--- config.mk ---
export PLATFORM = sky130hd
export DESIGN_NAME = fp_norm_round
export DESIGN_NICKNAME = d
export VERILOG_FILES = /design/src/rtl/fp_norm_round.sv
export SDC_FILE = /design/constraint.sdc
export NUM_CORES = 1
export LEC_CHECK = 0
export BUFFER_PORTS_ARGS = -buffer_cell sky130_fd_sc_hd__buf_2
export CAP_MARGIN = 10
export CORE_AREA = 2 2 105 107
export CTS_CLUSTER_DIAMETER = 60
export CTS_CLUSTER_SIZE = 12
export DETAILED_ROUTE_END_ITERATION = 8
export DIE_AREA = 0 0 107 109
export GPL_ROUTABILITY_DRIVEN = 0
export PLACE_DENSITY = 0.75
export SETUP_SLACK_MARGIN = 0.3
export SLEW_MARGIN = 20
export SYNTH_ARGS = -nofsm -noshare
export SYNTH_HDL_FRONTEND = slang
export SYNTH_SLANG_ARGS = --single-unit
--- constraint.sdc ---
create_clock -name clk -period 2.4 [get_ports clk]
set_input_delay 0.24 -clock clk [delete_from_list [all_inputs] [get_ports clk]]
set_output_delay 0.24 -clock clk [all_outputs]
set_load 0.01 [all_outputs]
--- src/rtl/fp_norm_round.sv ---
// Post-add normalize and round-to-nearest-even stage of the single-precision FP adder.
// Iterative shifter: coarse LZ_STEP left shifts where safe, otherwise single-bit steps.
module fp_norm_round #(
    parameter int LZ_STEP = 4
) (
    input  logic        clk,
    input  logic        rst,
    input  logic        in_valid,
    output logic        in_ready,
    input  logic        in_sign,
    input  logic [7:0]  in_exp,
    input  logic        in_cout,
    input  logic [24:0] in_sum,
    input  logic        in_sticky,
    output logic        out_valid,
    input  logic        out_ready,
    output logic [31:0] out_result,
    output logic        out_ovf,
    output logic        out_unf,
    output logic        out_inexact
);

    typedef enum logic [2:0] {S_IDLE, S_PRE, S_NORM, S_ROUND, S_DONE} state_t;

    localparam logic signed [9:0] LZ_S = 10'(LZ_STEP);

    state_t             r_state;
    logic [25:0]        r_m;
    logic signed [9:0]  r_e;
    logic               r_st;
    logic               r_sg;
    logic               r_valid;
    logic [31:0]        r_result;
    logic               r_ovf;
    logic               r_unf;
    logic               r_inx;

    logic               w_up;
    logic [24:0]        w_f;
    logic [22:0]        w_frac;
    logic signed [9:0]  w_e_rnd;
    logic               w_coarse_ok;

    // Round-to-nearest-even; a carry out of the 24-bit mantissa renormalizes by one.
    assign w_up        = r_m[0] & (r_st | r_m[1]);
    assign w_f         = {1'b0, r_m[24:1]} + {24'd0, w_up};
    assign w_frac      = w_f[24] ? w_f[23:1] : w_f[22:0];
    assign w_e_rnd     = w_f[24] ? r_e + 10'sd1 : r_e;
    assign w_coarse_ok = (r_m[24 -: LZ_STEP] == '0) && (r_e > LZ_S);

    assign in_ready    = (r_state == S_IDLE);
    assign out_valid   = r_valid;
    assign out_result  = r_result;
    assign out_ovf     = r_ovf;
    assign out_unf     = r_unf;
    assign out_inexact = r_inx;

    always_ff @(posedge clk or posedge rst) begin
        if (rst) begin
            r_state  <= S_IDLE;
            r_m      <= '0;
            r_e      <= '0;
            r_st     <= 1'b0;
            r_sg     <= 1'b0;
            r_valid  <= 1'b0;
            r_result <= '0;
            r_ovf    <= 1'b0;
            r_unf    <= 1'b0;
            r_inx    <= 1'b0;
        end else begin
            case (r_state)
                S_IDLE: begin
                    if (in_valid) begin
                        r_m     <= {in_cout, in_sum};
                        r_e     <= signed'({2'b00, in_exp});
                        r_st    <= in_sticky;
                        r_sg    <= in_sign;
                        r_state <= S_PRE;
                    end
                end
                S_PRE: begin
                    if (r_m == '0 && !r_st) begin
                        r_result <= '0;
                        r_ovf    <= 1'b0;
                        r_unf    <= 1'b0;
                        r_inx    <= 1'b0;
                        r_state  <= S_DONE;
                    end else if (r_m[25]) begin
                        r_m     <= r_m >> 1;
                        r_st    <= r_st | r_m[0];
                        r_e     <= r_e + 10'sd1;
                        r_state <= S_ROUND;
                    end else if (r_m[24] && r_e >= 10'sd1) begin
                        r_state <= S_ROUND;
                    end else begin
                        r_state <= S_NORM;
                    end
                end
                S_NORM: begin
                    if (r_m[24]) begin
                        r_state <= S_ROUND;
                    end else if (r_e <= 10'sd1) begin
                        // Would go subnormal: flush to signed zero.
                        r_result <= {r_sg, 31'b0};
                        r_ovf    <= 1'b0;
                        r_unf    <= 1'b1;
                        r_inx    <= 1'b1;
                        r_state  <= S_DONE;
                    end else if (w_coarse_ok) begin
                        r_m <= r_m << LZ_STEP;
                        r_e <= r_e - LZ_S;
                    end else begin
                        r_m <= r_m << 1;
                        r_e <= r_e - 10'sd1;
                    end
                end
                S_ROUND: begin
                    r_unf <= 1'b0;
                    if (w_e_rnd >= 10'sd255) begin
                        r_result <= {r_sg, 8'hFF, 23'b0};
                        r_ovf    <= 1'b1;
                        r_inx    <= 1'b1;
                    end else begin
                        r_result <= {r_sg, w_e_rnd[7:0], w_frac};
                        r_ovf    <= 1'b0;
                        r_inx    <= r_m[0] | r_st;
                    end
                    r_state <= S_DONE;
                end
                S_DONE: begin
                    // out_valid rises one cycle after entering DONE.
                    if (r_valid && out_ready) begin
                        r_valid <= 1'b0;
                        r_state <= S_IDLE;
                    end else begin
                        r_valid <= 1'b1;
                    end
                end
                default: r_state <= S_IDLE;
            endcase
        end
    end

endmodule

Yosys cells after proc, flatten, opt, wreduce, memory -nomap -nowiden
Index checks and enable logic that the tools add are counted.

storage, ports and cells
  word-level logic and storage cells = 98
  flip-flop bits (word level) = 77
  input bits = 40
  output and inout port bits = 37

operators by class
  muxes and demuxes = 44
  bitwise logic cells = 3
  $add $sub $neg = 4
  equality and inequality tests = 13
  reductions and logical operators = 18
  magnitude comparators = 4

operators with widths
  cell                                                            count
  2-to-1 mux 26 bit                                               5
  2-to-1 mux 32 bit                                               3
  case mux 32 bit (3 select lines)                                1
  case mux 26 bit (3 select lines)                                1
  2-to-1 mux 10 bit                                               7
  2-to-1 mux 31 bit                                               1
  case mux 10 bit (3 select lines)                                1
  zero test 26 bit                                                1
  adder 24 x 1 -> 25 bit                                          1
  2-to-1 mux 25 bit                                               1
  2-to-1 mux 23 bit                                               1
  != test 2 bit, second input constant                            8
  2-to-1 mux 3 bit                                                5
  case mux 3 bit (5 select lines)                                 1
  2-to-1 mux 1 bit                                                13
  AND reduction 4 bit                                             3
  adder 10 x 2 -> 10 bit, second input constant                   1
  >= comparator 10 x 2 -> 1 bit, second input constant            1
  >= comparator 10 x 9 -> 1 bit, second input constant            1
  greater-than comparator 10 x 4 -> 1 bit, second input constant  1
  <= comparator 10 x 2 -> 1 bit, second input constant            1
  subtractor 10 x 2 -> 10 bit, second input constant              1
  subtractor 10 x 4 -> 10 bit, second input constant              1
  case mux 1 bit (3 select lines)                                 3
  other kinds (17)                                                23

Logic depth before layout (Yosys ltp)
Gate-level depths: netlist of the first run.

  word-level depth = 7
  depth in mapped cells = 11
  depth with buffers taken out = 8

Least setup slack after synthesis of the first run
No wires, ideal clock.

  path kind = register to register
  from = register r_m[0]
  to = register r_result[14] (netlist: out_result[14])
  data required time = 2278 ps
  library setup time = 122 ps
  clock period less this slack = 2690 ps
  stages on the path, launching flop included = 11
  data arrival time = 2568 ps
  slack = -290 ps
  path buffers = 2
  cell sequence = dfrtp_1 -> clkbuf_1 -> and2_1 -> ha_1 -> nand4_4 -> nor3_4 -> nand2_2 -> or4b_4 -> a22o_1 -> buf_6 -> a32o_1

between the ends
  longest elaborated chain between the ends = 6
  elaborated cells on any way between the ends = 11
  those cells by class = 1 x add/sub; 1 x order compare; 1 x eq/ne; 4 x mux; 1 x bitwise; 3 x reduce/logical

ends and longest elaborated chain
  item                              RTL line  RTL
  from (decl)                       28        logic [25:0] r_m;
  from (signal assigned)            74        r_m <= {in_cout, in_sum};
  from (signal assigned)            89        r_m <= r_m >> 1;
  from (signal assigned)            110       r_m <= r_m << LZ_STEP;
  AND 1 bit                         45        assign w_up = r_m[0] & (r_st | r_m[1]);
  adder 24 x 1 -> 25 bit            46        assign w_f = {1'b0, r_m[24:1]} + {24'd0, w_up};
  2-to-1 mux 10 bit                 48        assign w_e_rnd = w_f[24] ? r_e + 10'sd1 : r_e;
  >= comparator 10 x 9 -> 1 bit     119       if (w_e_rnd >= 10'sd255) begin
  2-to-1 mux 31 bit                 119
  case mux 32 bit (3 select lines)  71        case (r_state)
  to (signal assigned)              104       r_result <= {r_sg, 31'b0};
  to (signal assigned)              120       r_result <= {r_sg, 8'hFF, 23'b0};
  to (signal assigned)              124       r_result <= {r_sg, w_e_rnd[7:0], w_frac};
  to (decl)                         33        logic [31:0] r_result;

Parallel ways exist; a longest one is shown, timed or not.
A chain may end at the register's enable or synchronous reset.

Worst setup path in the final report of the first run
  from = register r_e[2]
  to = register r_result[18] (netlist: out_result[18])

between the ends
  longest elaborated chain between the ends = 5
  elaborated cells on any way between the ends = 8
  those cells by class = 1 x add/sub; 2 x order compare; 1 x eq/ne; 3 x mux; 1 x reduce/logical

ends and longest elaborated chain
  item                              RTL line  RTL
  from (decl)                       29        logic signed [9:0] r_e;
  from (signal assigned)            75        r_e <= signed'({2'b00, in_exp});
  from (signal assigned)            91        r_e <= r_e + 10'sd1;
  from (signal assigned)            111       r_e <= r_e - LZ_S;
  adder 10 x 2 -> 10 bit            48
  2-to-1 mux 10 bit                 48
  >= comparator 10 x 9 -> 1 bit     119
  2-to-1 mux 31 bit                 119
  case mux 32 bit (3 select lines)  71

Parallel ways exist; a longest one is shown, timed or not.

==> results of run 1 <==
registers in the layout, summed over array words and instances (netlist names):
| signal | count |
|---|---|
| out_ovf | 1 |
| r_st | 1 |
| out_unf | 1 |
| out_valid | 1 |
| r_e | 10 |
| r_sg | 1 |
| out_inexact | 1 |
| r_state | 3 |
| out_result | 32 |
| r_m | 26 |
cells in the final DEF (no fill, tap or decap), drive strengths merged, types with 5 or more instances in the layout:
master / count
buf: 195
nand2: 126
dfrtp: 77
o21ai: 65
a21oi: 31
nor2: 25
a222oi: 24
xnor2: 24
nand3: 19
clkbuf: 17
nand4: 15
inv: 13
xor2: 11
nor4: 11
a32o: 10
a21o: 10
ha: 9
and4: 8
and3: 7
nor3: 7
a31oi: 6
mux2i: 5
and2: 5
how the worst min path moves through the flow:
stage,startpoint,end,cells past startpoint
2_1_floorplan,in_sign,r_sg$_DFFE_PP0P_,1
3_3_place_gp,rst,out_result[15]$_DFFE_PP0P_,2
3_5_place_dp,rst,out_result[13]$_DFFE_PP0P_,2
4_1_cts,rst,out_result[13]$_DFFE_PP0P_,2
5_1_grt,rst,r_m[9]$_DFFE_PP0P_,2
6_report,rst,r_m[21]$_DFFE_PP0P_,2
final cells by class:
| class | count | area [sq um] |
|---|---|---|
| clock inverter | 5 | 58.81 |
| sequential | 77 | 1931 |
| fill | 715 | 3048 |
| inverter | 15 | 85.08 |
| tap | 140 | 175.2 |
| timing repair buffer | 201 | 1714 |
| multi-input combinational | 477 | 3440 |
| clock buffer | 11 | 151.4 |
kinds of logic (layout without fill, tap and decap cells):
| kind of cell | after synthesis | in the layout | share of synthesized area (%) |
|---|---|---|---|
| and+or+nand+nor | 241 | 241 | 22.50 |
| AOI/OAI and AO/OA | 185 | 186 | 25.04 |
| buffers and inverters | 83 | 232 | 7.662 |
| DFF | 77 | 77 | 35.86 |
| xor gates and xnor gates | 35 | 35 | 5.706 |
| adders and majority gates | 9 | 9 | 2.096 |
| muxes | 6 | 6 | 1.141 |
report_power, final:
group	internal, W	switching [W]
logic	0.00341	0.00421
registers	0.00187	0.000452
clock network	0.000537	0.000522
cells in the mapped netlist (all sizes together), types with 4 or more instances:
library cell	number
nand2	126
dfrtp	77
o21ai	65
buf	38
a21oi	31
clkbuf	30
nor2	25
a222oi	24
xnor2	24
nand3	19
inv	15
nand4	15
nor4	11
xor2	11
a21o	10
a32o	10
ha	9
and4	8
and3	7
nor3	7
a31oi	6
and2	5
mux2i	5
a22oi	4
o211ai	4
o21a	4
or3	4
per-layer routing:
metal | up-vias | track usage, % | part of all wire, %
met5 | - | 0 | 0
met4 | 0 | 11.41 | 4.5
met3 | 110 | 5.021 | 11
met2 | 525 | 48.04 | 46
met1 | 2906 | 42.44 | 38
li1 | 2623 | - | -
critical path, delay by kind of cell, from the launching register on:
| kind | cells | cell delay, ps |
|---|---|---|
| buf+inv | 2 | 350 |
| simple gates | 3 | 930 |
| flops | 1 | 390 |
| compound gates | 3 | 660 |
stage by stage:
step / setup TNS [ps] / hold WS (ps)
floorplan: -28.51 / 390.5
global placement: 0 / 449.3
detailed placement: -187.2 / 453.2
CTS: 0 / 72.79
global route: -1416 / 110.4
finish: -195.9 / 49.45
what timing repair did:
action	4_1_cts	5_1_grt
gates cloned	7	7
endpoints found under the setup margin	72	72
buffers inserted	17	25
resized for setup	65	89
pin swaps	12	47
==> reports/qor.csv, run 1 <==
metric,value,unit
p_leak,3.397,nW
path_cells,buf_6 > nand4_1 > or4b_1 > o211ai_1 > nand4b_1 > buf_6 > a22o_4 > a32o_1,
crit_start,r_e[2]$_DFFE_PP0P_,
synthCells,636,
synth.net_count,685,
cts_buffer_depth,2,
dpl.cell_count,854,
overflow,0,
cp_common_cell,buf_6,
r2r_start,r_e[2]$_DFFE_PP0P_,
core,10600,sq um
synth.distinct_cells,71,
clkTransAtPathRegs,80,ps
fp-row-count,38,
dieArea,11660,sq um
crit_path_end_kind,flip-flop,
drtAntennaViolNets,0,
total_power,0.01100,W
synth_top_area_share,35.86,%
min-delay-path-class,input pin to asynchronous set/reset pin,
r2r_end,out_result[18]$_DFFE_PP0P_,
status,"complete, but fails checks",
async_flop_share,100.0,%
synth_area_leader_cell,dfrtp_1,
initial_core_util,50.67,%
fmax,0.4093,GHz
crit_arrival,2690,ps
ys_warn_count,0,
postLayoutSetupSlackWorst,-43.48,ps
fin_area,7555,sq um
crit_fanout,7,
slew_headroom,40.72,%
synth-seq-cells,77,
crit_type,flip-flop to flip-flop,
clock_latency,370,ps
n_antenna_cell,0,
drt_iter0_drc,1213,
grt_use_total,30.49,%
fin_worst_skew,20.47,ps
wl_per_cell,21.77,um
ios,77,
dr.pass1.iters,9,
ir_drop,0.0006993,V
rsz0062_at_grt,true,
finalCritPeriodShare,101.8,%
power_density,1456,nW/um^2
numCtsBuffers,9,
htreeDepth,3,
crit_path_end,out_result[18]$_DFFE_PP0P_,
vias,6164,
drive_above_1_share,39.31,%
cts_sinks,77,
synth.yosys.seq_area_share,35.86,%
die_h,109,um
stdcell_count,926,
dp_slack,-51.07,ps
netlist_area,5373,sq um
final.min_clock_period,2443,ps
viasPerCell,6.657,
synth_edf_count,0,
final_util,71.25,%
ys_top_cells_by_area,"dfrtp_1 36%, nand2_1 8.7%, o21ai_0 5.2%, a222oi_1 4.5%, xnor2_1 3.9%",
rrSetupSlack,-40,ps
final_hold_viol_count,0,
cap_violations,0,
dp_hpwl,11540,um
dieWidth,107,um
cts_root_buf,clkbuf_8,
drv_slew,0,
antenna_found_initial,0,
crit_path_top_delay_cell,or4b_1,
grt_start_max_net_pins,41,
start_kind,flip-flop,
fin_nets,830,
violations,"DRC, setup timing",
r2r_cells,8,
cts_tree,yes,
yosys_most_used_dff,dfrtp_1,
slowest_delay,560,ps
drt-total-wl,20160,um
grt_first_pass_wirelength,27920,um
tightest_slew,887.3,ps
holdBufCountCts,0,
required,2650,ps
syn_avg_cell_area,8.448,sq um
port_buffers,76,
setup_viol,10,
grt_pass1_vias,5421,
syn_to_final_growth,40.61,%
placedInstanceArea,6238,sq um
drc_errors,8,
Power figures use the tool's default switching activity.
==> run 2, diff against run 1 <==
Settings changed: CELL_PAD_IN_SITES_DETAIL_PLACEMENT set to 0, CELL_PAD_IN_SITES_GLOBAL_PLACEMENT set to 2, CORE_AREA 2 2 105 107 to 2 2 135 137, DIE_AREA 0 0 107 109 to 0 0 137 139, PLACE_DENSITY 0.75 to 0.83.
==> run 2 against run 1 <==
The flow now finishes without violations. Critical path depth stayed put. Register-to-register slack better by 70 ps. Sequential share of layout area is 0.79 points lower. Wire length is 2.6% lower. Sequential power is 2% lower. First-iteration DRC count is 60% lower. Final cell count is 10% higher. Worst hold slack worse by 29 ps. Flip-flop and latch count stayed put. Clock-buffer cell count stayed put. Worst setup slack better by 68 ps. Power is 2.2% lower. Critical path type unchanged. Largest cell class unchanged. Highest routed layer unchanged.
==> reports/qor.csv, run 2 (synthesis gave the netlist of run 1 again) <==
metric,value,unit,change
status,"finished, final reports clean",,
tightest_slew,469.9,ps,-417.4 ps
r2r_end,out_result[22]$_DFFE_PP0P_,,
ios,77,,unchanged
fmax,0.4209,GHz,+2.9%
crit_fanout,6,,-1
rsz0062_at_grt,true,,
vias,5670,,-8.0%
core,17660,sq um,+67%
wl_met3,1119,um,-51%
overflow,0,,unchanged
n_antenna_cell,0,,unchanged
crit_arrival,2600,ps,-90 ps
syn_to_final_growth,44.99,%,
cts_buffer_depth,2,,unchanged
grt_pass1_vias,5362,,-1.1%
placedInstanceArea,6415,sq um,+2.8%
power_density,1380,nW/um^2,-5.2%
final_util,44.12,%,-27 points
final.min_clock_period,2376,ps,-67.71 ps
rrSetupSlack,20,ps,+70 ps
final_hold_viol_count,0,,unchanged
viasPerCell,5.543,,-17%
fp-row-count,49,,+29%
postLayoutSetupSlackWorst,24.23,ps,+67.71 ps
m1WireLength,9138,um,+18%
grt_start_max_net_pins,78,,+90%
cts_sinks,77,,unchanged
fin_area,7790,sq um,+3.1%
drv_slew,0,,unchanged
whs,20.66,ps,-28.79 ps
dieWidth,137,um,+28%
drc_errors,0,,-8
route.met2.wl,9035,um,-1.9%
cts_root_buf,clkbuf_16,,
fin_worst_skew,7.616,ps,-12.85 ps
initial_core_util,30.43,%,-20 points
n_fill_cell,1685,,+140%
setup_viol,0,,-10
antenna_found_initial,0,,unchanged
cap_violations,0,,unchanged
numCtsBuffers,9,,unchanged
crit_type,flip-flop to flip-flop,,
drtAntennaViolNets,0,,unchanged
r2r_start,r_e[3]$_DFFE_PP0P_,,
min-delay-path-class,input pin to asynchronous set/reset pin,,
cp.depth,8,,unchanged
slowest_delay,520,ps,-40 ps
r2r_cells,8,,unchanged
wl_per_cell,19.19,um,-12%
die_h,139,um,+28%
slew_headroom,68.45,%,+28 points
finalCritPeriodShare,98.99,%,-2.8 points
grt_first_pass_wirelength,29570,um,+5.9%
start_kind,flip-flop,,
dp_slack,-58.95,ps,-7.885 ps
grt_use_total,19.73,%,-11 points
crit_family,simple AND/OR/NAND/NOR gates,,
dieArea,19040,sq um,+63%
clock_latency,340,ps,-30 ps
layout_commonest_cell,nand2_1,,
required,2620,ps,-30 ps
fin_nets,839,,+1.1%
cts_tree,yes,,
crit_path_top_delay_cell,or4b_4,,
drt_iter0_drc,481,,-60%
p_leak,3.448,nW,+1.5%
setup_tns,0,ps,+195.9 ps
critPathBufInv,1,,-1
routed.top_layer,met4,,
htreeDepth,3,,unchanged
port_buffers,76,,unchanged
clkTransAtPathRegs,60,ps,-20 ps
largest_register_ffs,32,,unchanged
dr.pass1.iters,8,,-1
drive_above_1_share,39.04,%,-0.27 points
drt-total-wl,19630,um,-2.6%
crit_path_end_kind,flip-flop,,
final_cell_mix,"116 x nand2_1, 97 x buf_4, 76 x buf_2, 75 x dfrtp_1, 39 x o21ai_1",,
dp_hpwl,12960,um,+12%
path_cells,ha_2 > and2_4 > or4b_4 > o211ai_1 > nand4b_1 > buf_6 > a22o_4 > a32o_1,,
ir_drop,0.0007278,V,+4.1%
-- run 2: worst max path at each step --
stage	start	endpoint	slack, ps
3_3_place_gp	r_e[0]$_DFFE_PP0P_	out_result[14]$_DFFE_PP0P_	3
2_1_floorplan	r_m[1]$_DFFE_PP0P_	out_result[14]$_DFFE_PP0P_	-10
6_report	r_e[3]$_DFFE_PP0P_	out_result[22]$_DFFE_PP0P_	20
3_5_place_dp	r_e[2]$_DFFE_PP0P_	out_result[22]$_DFFE_PP0P_	-60
4_1_cts	r_e[3]$_DFFE_PP0P_	out_result[22]$_DFFE_PP0P_	80
5_1_grt	r_e[2]$_DFFE_PP0P_	r_e[0]$_DFFE_PP0P_	-10
-- run 2: layout make-up --
cell class / instances / area [sq um] / area share, %
clock buffer: 11 / 242.7 / 3.116
multi-input combinational: 477 / 3465 / 44.47
tap: 229 / 286.5 / 3.678
sequential: 77 / 1929 / 24.77
timing repair buffer: 210 / 1745 / 22.41
clock inverter: 4 / 48.80 / 0.6264
inverter: 15 / 72.57 / 0.9316
-- run 2: routing by layer --
| metal | global-route usage (%) | vias to the layer above |
|---|---|---|
| met5 | 0 | - |
| met4 | 6.023 | 0 |
| met3 | 2.887 | 25 |
| met2 | 29.41 | 232 |
| met1 | 29.27 | 2774 |
| li1 | - | 2639 |
-- run 2: timing repair --
action,CTS,global route
setup buffers,28,20
pin swaps,28,52
resized for setup,54,94
endpoints found under the hold margin,0,0
endpoints found under the setup margin,72,72
hold buffers,0,0
gates cloned,7,3
-- run 2: worst register-to-register path, stage by stage, from the launching register on --
cell	delay, ps
dfrtp_1	410
ha_2	200
and2_4	150
or4b_4	520
o211ai_1	120
nand4b_1	150
buf_6	170
a22o_4	280
a32o_1	260
-- run 2: metrics by stage --
| stage | power, W | cells |
|---|---|---|
| 2_1_floorplan | 0.005930 | 636 |
| 3_3_place_gp | 0.007589 | 950 |
| 3_5_place_dp | 0.007716 | 950 |
| 4_1_cts | 0.009854 | 1000 |
| 5_1_grt | 0.01141 | 1023 |
| 6_report | 0.01075 | 1023 |
-- run 2: power by group --
part / internal [W] / switching (W) / total [W]
clock network: 0.000827 / 0.000541 / 0.00137
registers: 0.00187 / 0.000412 / 0.00228
logic: 0.00321 / 0.00389 / 0.00710
==> run 3, diff against run 2 <==
Settings changed: ABC_AREA set to 1, CORE_AREA 2 2 135 137 to 2 2 140 142, DIE_AREA 0 0 137 139 to 0 0 142 144, PLACE_DENSITY 0.83 to 0.84.
==> run 3 against run 2 <==
Final cell count increased by 16%. Clock power increased by 4%. Synthesized area about the same. Sequential share of layout area increased by 0.89 points. Worst hold slack improved by 110 ps. Combinational power decreased by 3.9%. Flip-flop and latch count unchanged. Global-route usage decreased by 1.1 points. Power decreased by 1.2%. Critical path depth increased by 7. First-iteration DRC count decreased by 11%. Non-clock buffer count decreased by 42. Critical path type unchanged.
==> reports/qor.csv, run 3 <==
metric,value,unit,change
status,"finished, final reports clean",,
r2r_cells,15,,+7
crit_type,flip-flop to flip-flop,,
grt_start_max_net_pins,53,,-32%
synth_area_leader_cell,dfrtp_1,,
stdcell_count,1184,,+16%
final_cell_mix,"203 x nand2_1, 77 x o21ai_0, 76 x buf_2, 75 x dfrtp_1, 70 x buf_4",,
crit_arrival,2450,ps,-150 ps
dp_hpwl,13470,um,+3.9%
grt_first_pass_wirelength,29680,um,+0.37%
syn_to_final_growth,39.89,%,
largest_register_ffs,32,,unchanged
rsz0062_at_grt,true,,
synth-seq-cells,77,,unchanged
initial_core_util,28.18,%,-2.2 points
grt_use_total,18.66,%,-1.1 points
netlist_area,5376,sq um,about the same
dieArea,20450,sq um,+7.4%
grt_pass1_vias,5422,,+1.1%
overflow,0,,unchanged
dpl.cell_count,1128,,+19%
synth.net_count,844,,+23%
slowest_delay,370,ps,-150 ps
drive_above_1_share,31.40,%,-7.6 points
synth.distinct_cells,38,,-46%
crit_fanout,7,,+1
slew_headroom,68.55,%,+0.10 points
core,19080,sq um,+8.1%
die_h,144,um,+3.6%
min-delay-path-class,input pin to flip-flop,,
syn_avg_cell_area,6.763,sq um,-20%
final_util,39.42,%,-4.7 points
numCtsBuffers,9,,unchanged
r2r_end,out_result[6]$_DFFE_PP0P_,,
ys_warn_count,0,,unchanged
ir_drop,0.0004659,V,-36%
layout_commonest_cell,nand2_1,,
cap_violations,0,,unchanged
crit_path_end_kind,flip-flop,,
synth_top_area_share,35.84,%,about the same
tightest_slew,471.2,ps,+1.301 ps
required,2630,ps,about the same
drt-total-wl,19500,um,-0.69%
synth_commonest_cells,"232 x nand2_1, 83 x o21ai_0, 77 x dfrtp_1, 74 x nor2_1, 62 x inv_1",,
finalCritPeriodShare,92.48,%,-6.5 points
port_buffers,76,,unchanged
cts_sinks,77,,unchanged
whs,129.9,ps,+109.2 ps
antenna_found_initial,0,,unchanged
min_to,r_sg$_DFFE_PP0P_,,
dp_slack,-41.45,ps,+17.51 ps
n_fill_cell,2025,,+20%
clkTransAtPathRegs,60,ps,about the same
cp_common_cell,nor2_4,,
vias,5786,,+2.0%
cp.depth,15,,+7
n_antenna_cell,0,,unchanged
async_flop_share,100.0,%,unchanged
fp-row-count,51,,+4.1%
dieWidth,142,um,+3.6%
dr.pass1.iters,5,,-3
start_kind,flip-flop,,
critPathBufInv,2,,+1
min-delay-start,in_sign,,
drtAntennaViolNets,0,,unchanged
rrSetupSlack,180,ps,+160 ps
cts_buffer_depth,2,,unchanged
synthCells,795,,+25%
drc_errors,0,,unchanged
synth.yosys.seq_area_share,35.84,%,about the same
fin_worst_skew,10.96,ps,+3.341 ps
crit_path_top_delay_cell,dfrtp_1,,
wl_per_cell,16.47,um,-14%
drt_iter0_drc,430,,-11%
r2r_start,r_m[1]$_DFFE_PP0P_,,
htreeDepth,3,,unchanged
p_leak,3.670,nW,+6.4%
yosysMostFrequentCell,nand2_1,,
postLayoutSetupSlackWorst,180.6,ps,+156.4 ps
fin_nets,990,,+18%
setup_viol,0,,unchanged
hold_depth,2,,
final.min_clock_period,2219,ps,-156.4 ps
setup_tns,0,ps,unchanged
synth_edf_count,0,,unchanged
ios,77,,unchanged
fmax,0.4506,GHz,+7.0%
path_cells,nand2_2 > inv_2 > ha_4 > nand2_4 > nor2_4 > nand3_2 > nor2_4 > nand3_2 > nand2_1 > nand2_2 > nor2_4 > nand2_4 > a21oi_4 > buf_6 > o21ai_2,,
ys_top_cells_by_area,"dfrtp_1 36%, nand2_1 16%, o21ai_0 7.7%, nor2_1 5.2%, a21oi_1 4.9%",,
power_density,1413,nW/um^2,+2.4%
yosys_most_used_dff,dfrtp_1,,
cts_tree,yes,,
crit_family,simple AND/OR/NAND/NOR gates,,
final_hold_viol_count,0,,unchanged
drv_slew,0,,unchanged
clock_latency,350,ps,about the same
cts_root_buf,clkbuf_16,,
viasPerCell,4.887,,-12%
## run 3: layout make-up
| type | instances | area, sq um | share of cell area [%] |
|---|---|---|---|
| multi-input combinational | 619 | 3447 | 45.83 |
| sequential | 77 | 1929 | 25.65 |
| tap | 238 | 297.8 | 3.959 |
| clock inverter | 6 | 70.07 | 0.9316 |
| timing repair buffer | 168 | 1276 | 16.97 |
| clock buffer | 10 | 229.0 | 3.044 |
| inverter | 66 | 271.5 | 3.610 |
## run 3: worst max path at each step
stage                                  start                         end  slack (ps)
after global placement    r_m[1]$_DFFE_PP0P_  out_result[18]$_DFFE_PP0P_          60
after detailed placement  r_m[0]$_DFFE_PP0P_   out_result[0]$_DFFE_PP0P_         -40
after CTS                 r_m[0]$_DFFE_PP0P_     out_inexact$_DFFE_PP0P_         170
after global routing      r_m[0]$_DFFE_PP0P_   out_result[7]$_DFFE_PP0P_          50
after floorplan           r_m[1]$_DFFE_PP0P_     out_inexact$_DFFE_PP0P_         250
final                     r_m[1]$_DFFE_PP0P_   out_result[6]$_DFFE_PP0P_         180
## run 3: through the flow
| step | cell area, sq um | total power (W) |
|---|---|---|
| after floorplan | 5385 | 0.005985 |
| after global placement | 6351 | 0.008075 |
| after detailed placement | 6351 | 0.008069 |
| after CTS | 6898 | 0.009862 |
| after global routing | 7521 | 0.01152 |
| final | 7521 | 0.01063 |
## run 3: power breakdown
part	total [W]	internal, W	switching, W
Clock	0.00142	0.000816	0.000604
Sequential	0.00238	0.00191	0.000472
Combinational	0.00682	0.00269	0.00414
## run 3: timing repair
item,CTS,global route
hold buffers,1,0
hold endpoints to repair,9,0
cloned,3,5
pin swaps,17,41
gates resized for setup,35,94
buffers inserted,10,21
endpoints found under the setup margin,65,70
## run 3: routing by layer
| metal | GRT usage, % | wire [um] | vias to the layer above |
|---|---|---|---|
| li1 | - | - | 2913 |
| met1 | 27.25 | 9615 | 2721 |
| met2 | 28.35 | 8851 | 132 |
| met3 | 2.517 | 695 | 20 |
| met4 | 6.211 | 335 | 0 |
| met5 | 0 | 0 | - |
## run 3: cells by family after synthesis
logic type	after synthesis	share of synthesized area, %
mux	1	0.2094
compound gates	155	15.24
simple gates	427	34.70
flops	77	35.84
buf+inv	102	8.006
xor+xnor	24	3.910
fa+ha+maj	9	2.095
